`src/rtl/egg_timer_countdown.sv`:
```
// Egg-timer core: holds MM:SS as four BCD digits, counts it down once per second,
// and time-multiplexes the digits onto one BCD bus with active-low anode selects.
module egg_timer_countdown #(
    parameter int TICK_DIV = 100000000,
    parameter int MUX_DIV  = 100000
) (
    input  logic        clk,
    input  logic        rst_n,
    input  logic        start_stop,
    input  logic        clear,
    input  logic        inc_min,
    input  logic        inc_sec,
    output logic [3:0]  bcd_out,
    output logic [3:0]  an,
    output logic [15:0] time_bcd,
    output logic        running,
    output logic        done
);

    localparam int PW = $clog2(TICK_DIV);
    localparam int MW = $clog2(MUX_DIV);
    localparam logic [PW-1:0] PRESC_LAST   = PW'(TICK_DIV - 1);
    localparam logic [MW-1:0] REFRESH_LAST = MW'(MUX_DIV - 1);

    typedef enum logic [1:0] {
        IDLE,
        RUN,
        PAUSE,
        DONE
    } state_e;

    state_e         state_q, state_d;
    logic [15:0]    time_q, time_d;
    logic [PW-1:0]  presc_q, presc_d;
    logic [MW-1:0]  refresh_q, refresh_d;
    logic [1:0]     idx_q, idx_d;
    logic [3:0]     an_q, an_d;
    logic [3:0]     bcd_q, bcd_d;
    logic           running_q, running_d;
    logic           done_q, done_d;
    logic [15:0]    incTime;
    logic [15:0]    decTimeVal;

    // Borrow ripples S0 -> S1 -> M0 -> M1; S1 wraps to 5 so seconds stay 00..59.
    function automatic logic [15:0] decTime(input logic [15:0] t);
        logic [3:0] m1, m0, s1, s0;
        {m1, m0, s1, s0} = t;
        if (s0 != 4'd0) begin
            s0 = s0 - 4'd1;
        end else begin
            s0 = 4'd9;
            if (s1 != 4'd0) begin
                s1 = s1 - 4'd1;
            end else begin
                s1 = 4'd5;
                if (m0 != 4'd0) begin
                    m0 = m0 - 4'd1;
                end else begin
                    m0 = 4'd9;
                    m1 = (m1 != 4'd0) ? m1 - 4'd1 : 4'd9;
                end
            end
        end
        return {m1, m0, s1, s0};
    endfunction

    function automatic logic [15:0] incSec(input logic [15:0] t);
        logic [3:0] s1, s0;
        {s1, s0} = t[7:0];
        if (s0 == 4'd9) begin
            s0 = 4'd0;
            s1 = (s1 == 4'd5) ? 4'd0 : s1 + 4'd1;
        end else begin
            s0 = s0 + 4'd1;
        end
        return {t[15:8], s1, s0};
    endfunction

    function automatic logic [15:0] incMin(input logic [15:0] t);
        logic [3:0] m1, m0;
        {m1, m0} = t[15:8];
        if (m0 == 4'd9) begin
            m0 = 4'd0;
            m1 = (m1 == 4'd9) ? 4'd0 : m1 + 4'd1;
        end else begin
            m0 = m0 + 4'd1;
        end
        return {m1, m0, t[7:0]};
    endfunction

    // Priority: clear, then start_stop, then the one-second tick, then the set buttons.
    always_comb begin
        state_d    = state_q;
        time_d     = time_q;
        presc_d    = presc_q;
        incTime    = time_q;
        decTimeVal = decTime(time_q);
        if (inc_sec) incTime = incSec(incTime);
        if (inc_min) incTime = incMin(incTime);

        if (clear) begin
            state_d = IDLE;
            time_d  = 16'h0000;
            presc_d = '0;
        end else begin
            case (state_q)
                IDLE: begin
                    if (start_stop) begin
                        if (time_q != 16'h0000) begin
                            state_d = RUN;
                            presc_d = '0;
                        end
                    end else begin
                        time_d = incTime;
                    end
                end
                RUN: begin
                    if (start_stop) begin
                        state_d = PAUSE;
                    end else if (presc_q == PRESC_LAST) begin
                        presc_d = '0;
                        time_d  = decTimeVal;
                        if (decTimeVal == 16'h0000) state_d = DONE;
                    end else begin
                        presc_d = presc_q + PW'(1);
                    end
                end
                PAUSE: begin
                    if (start_stop) begin
                        state_d = (time_q == 16'h0000) ? IDLE : RUN;
                    end else begin
                        time_d = incTime;
                    end
                end
                DONE: begin
                    if (start_stop) state_d = IDLE;
                end
                default: state_d = IDLE;
            endcase
        end

        running_d = (state_d == RUN);
        done_d    = (state_d == DONE);
    end

    // The display path reads registered index and time, so an/bcd_out lag the index by one edge.
    always_comb begin
        refresh_d = (refresh_q == REFRESH_LAST) ? '0 : refresh_q + MW'(1);
        idx_d     = (refresh_q == REFRESH_LAST) ? idx_q + 2'd1 : idx_q;
        an_d      = ~(4'b0001 << idx_q);
        case (idx_q)
            2'd0:    bcd_d = time_q[3:0];
            2'd1:    bcd_d = time_q[7:4];
            2'd2:    bcd_d = time_q[11:8];
            default: bcd_d = time_q[15:12];
        endcase
    end

    always_ff @(posedge clk or negedge rst_n) begin
        if (!rst_n) begin
            state_q   <= IDLE;
            time_q    <= 16'h0000;
            presc_q   <= '0;
            refresh_q <= '0;
            idx_q     <= 2'd0;
            an_q      <= 4'b1110;
            bcd_q     <= 4'd0;
            running_q <= 1'b0;
            done_q    <= 1'b0;
        end else begin
            state_q   <= state_d;
            time_q    <= time_d;
            presc_q   <= presc_d;
            refresh_q <= refresh_d;
            idx_q     <= idx_d;
            an_q      <= an_d;
            bcd_q     <= bcd_d;
            running_q <= running_d;
            done_q    <= done_d;
        end
    end

    assign bcd_out  = bcd_q;
    assign an       = an_q;
    assign time_bcd = time_q;
    assign running  = running_q;
    assign done     = done_q;

endmodule

```
`config.mk`:
```
export PLATFORM = sky130hd
export DESIGN_NAME = egg_timer_countdown
export DESIGN_NICKNAME = d
export VERILOG_FILES = /design/src/rtl/egg_timer_countdown.sv
export SDC_FILE = /design/constraint.sdc
export NUM_CORES = 1
export LEC_CHECK = 0
export BUFFER_PORTS_ARGS = -buffer_cell sky130_fd_sc_hd__buf_2
export CORE_MARGIN = 2
export CORE_UTILIZATION = 25
export DETAILED_ROUTE_END_ITERATION = 16
export GPL_ROUTABILITY_DRIVEN = 0
export SLEW_MARGIN = 5
export SYNTH_ARGS = -nofsm -noshare
export SYNTH_HDL_FRONTEND = slang
export SYNTH_SLANG_ARGS = --single-unit
```
`constraint.sdc`:
```
create_clock -name clk -period 2.4 [get_ports clk]
set_clock_uncertainty 0.2 [all_clocks]
set_input_delay 0.12 -clock clk [delete_from_list [all_inputs] [get_ports clk]]
set_output_delay 0.12 -clock clk [all_outputs]
set_load 0.05 [all_outputs]
```
==> results_dict.tcl <==
set metrics [dict create \
    path_clk_slew_ps 60 \
    layout_commonest_cell "dfrtp_1" \
    ios 32 \
    crit_path_max_fanout 5 \
    max_slew.worst_pin.slew_ps 527 \
    drtPass1Iterations 5 \
    htree_levels 3 \
    fin_cells 804 \
    synthCells 516 \
    power_frac_seq_pct 34.8 \
    swShare_pct 34.0 \
    grt_first_pass_wirelength_um 21000 \
    regToRegSetupSlack_ps 120 \
    syn_area_sq_um 4700 \
    setup_viol 0 \
    relSlewSlack_pct 64.5 \
    min_period_ps 2280 \
    die_x_um 141 \
    synthTopCellsByArea "dfrtp_1 38%, a31oi_1 5.2%, nor2_1 3.6%" \
    post-place-ws_ps 85.4 \
    ant_nets 0 \
    clk_path_buf_depth 2 \
    place_inst 787 \
    worst_slack_ps 117 \
    coreArea_sq_um 18600 \
    final_cell_mix "69 x dfrtp_1, 45 x nor2_1, 39 x a31oi_1" \
    die_area_sq_um 19900 \
    p_int_uw 2610 \
    met1_length_um 5990 \
    vias 4303 \
    grt_overflow 0 \
    ys_dominant_reg_cell "dfrtp_1" \
    cts_buffers 9 \
    leakage_uw 0.00237 \
    ir_worst_vdd_mv 0.310 \
    outcome "complete, no violations" \
    cts_tree "done" \
    cts.sinks 74 \
    met3_length_um 675 \
    rsz0062_at_grt "true" \
    total_power_uw 3950 \
    endpoint_kind "flop" \
    place_area_sq_um 5320 \
    synth_nets 532 \
    slew_violations 0 \
    postSynthAreaPerCell_sq_um 9.10 \
    ys_types 83 \
    synth_top_cell_by_area "dfrtp_1" \
    drive_gt1_share_pct 22.1 \
    wl_met2_um 5830 \
    grt_max_degree 41 \
    maxCapViolCount 0 \
    ys_seq_area_share_pct 39.5 \
    clock_latency_ps 340 \
    drt-initial-drc-count 311 \
    synth_top_area_share_pct 37.8 \
    clock.fmax_ghz 0.438 \
    viasPerCell 5.35 \
    drc_errors 0 \
    p_comb_share_pct 28.1 \
    top_layer_used "met4" \
    worstPathRequired_ps 2420 \
    power_frac_clock_pct 37.0 \
    dp.final_hpwl_um 8910 \
    cp.arrival_ps 2300 \
    row_count 50 \
    synth_edf_count 0 \
    start_util_pct 25.3 \
    track_usage_pct 13.2 \
    ys_seq_elements 74 \
    fin_crit_sh_pct 95.1 \
    grt_pass1_vias 4042 \
    syn2layout_area_growth_pct 20.7 \
    grt_antenna_before_repair 0 \
    critPathLaunchType "flop" \
    fin_area_sq_um 5670 \
    wl_per_cell_um 15.8 \
    crit_type "flop to flop" \
    powerDensity_nw_per_um2 697 \
    nets 581 \
    drt-total-wl_um 12700 \
    hold_violations 0 \
    root_buffer "clkbuf_16" \
    async_reset_ff_share_pct 100 \
    hold_class "primary input to flop" \
    whs_ps 26.7 \
    die_h_um 141 \
    yosysWarnings 0 \
    p_sw_uw 1340 \
    diodes 0 \
    numPortBuffers 31 \
]
state kept, by name (all words and copies together), names as in the netlist, 2 cells and up:
| name | flops |
|---|---|
| idx_q | 2 |
| state_q | 2 |
| presc_q | 27 |
| time_bcd | 16 |
| bcd_out | 4 |
| an | 4 |
| refresh_q | 17 |
worst paths after layout:
path / from / endpoint / cells past startpoint
max: presc_q[17]$_DFFE_PN0P_ / time_bcd[12]$_DFFE_PN0P_ / 5
min: clear / presc_q[6]$_DFFE_PN0P_ / 3
max reg2reg: presc_q[17]$_DFFE_PN0P_ / time_bcd[12]$_DFFE_PN0P_ / 5
min reg2reg: presc_q[23]$_DFFE_PN0P_ / presc_q[23]$_DFFE_PN0P_ / 1
max in group asynchronous: rst_n / state_q[0]$_DFF_PN0_ / 3
min in group asynchronous: rst_n / idx_q[0]$_DFFE_PN0N_ / 2
through the flow:
stage | TNS [ps] | util (%)
after floorplan | 0 | -
after global placement | 0 | 28.6
after detailed placement | 0 | 28.6
after CTS | 0 | 30.4
after global routing | -18.9 | 30.5
final | 0 | 30.5
what timing repair did:
action                                 4_1_cts  5_1_grt
buffers inserted                             0        0
hold buffers                                 1        0
endpoints found under the hold margin       74        0
resized for setup                            0        7
setup endpoints to repair                    0       30
cells by family (layout without fill, tap and decap cells):
group	Yosys count	after routing	share of synthesized area, %
buffers and inverters	59	113	5.36
adder cells (fa/ha/maj)	10	10	2.66
XOR/XNOR	18	18	3.36
flip-flops	74	74	39.5
multiplexers	11	11	2.48
AND/OR/NAND/NOR	215	215	27.2
AO/OA/AOI/OAI	129	129	19.5
layout make-up:
| cell class | count | area, sq um |
|---|---|---|
| Multi-Input combinational cell | 383 | 2610 |
| Tap cell | 234 | 293 |
| Clock buffer | 9 | 225 |
| Sequential cell | 74 | 1860 |
| Timing Repair Buffer | 72 | 497 |
| Clock inverter | 7 | 92.6 |
| Fill cell | 1939 | 12900 |
| Inverter | 25 | 93.8 |
per-layer routing:
metal | vias up | global-route usage, %
met5 | - | 0
met4 | 0 | 4.89
li1 | 2058 | -
met3 | 11 | 2.99
met2 | 129 | 20.5
met1 | 2105 | 18.0
worst max-delay path, cell delays in order (launching register included):
cell and delay, ps:
dfrtp_1 420, or4b_1 530, nor3_2 200, and4_4 280, a2bb2oi_1 200, mux2_1 330
power groups by stage:
stage                     combinational, uW  clock [uW]  sequential [uW]
after floorplan                         562           0             1590
after global routing                   1210        1570             1380
final                                  1110        1460             1380
after CTS                              1100        1510             1370
after global placement                 1100           0             1400
after detailed placement               1100           0             1400
cells in the mapped netlist (4+ instances only):
cell type / instances
dfrtp_1: 71
nor2_1: 45
a31oi_1: 39
nand2_1: 30
inv_1: 25
nand3_1: 25
clkbuf_1: 21
nand4_1: 19
o21ai_0: 17
xnor2_1: 12
a21oi_1: 11
ha_1: 10
and4_1: 9
and3_1: 8
nand2b_1: 8
nor3_1: 7
or4_1: 7
a211oi_1: 6
buf_2: 6
mux2i_1: 6
xor2_1: 6
nor4_1: 5
o2bb2ai_1: 5
or2_2: 5
a222oi_1: 4
a32oi_1: 4
a41oi_1: 4
and2_1: 4
nand3b_1: 4
nor2b_1: 4
o22ai_1: 4
(Power assumes the default switching activity.)
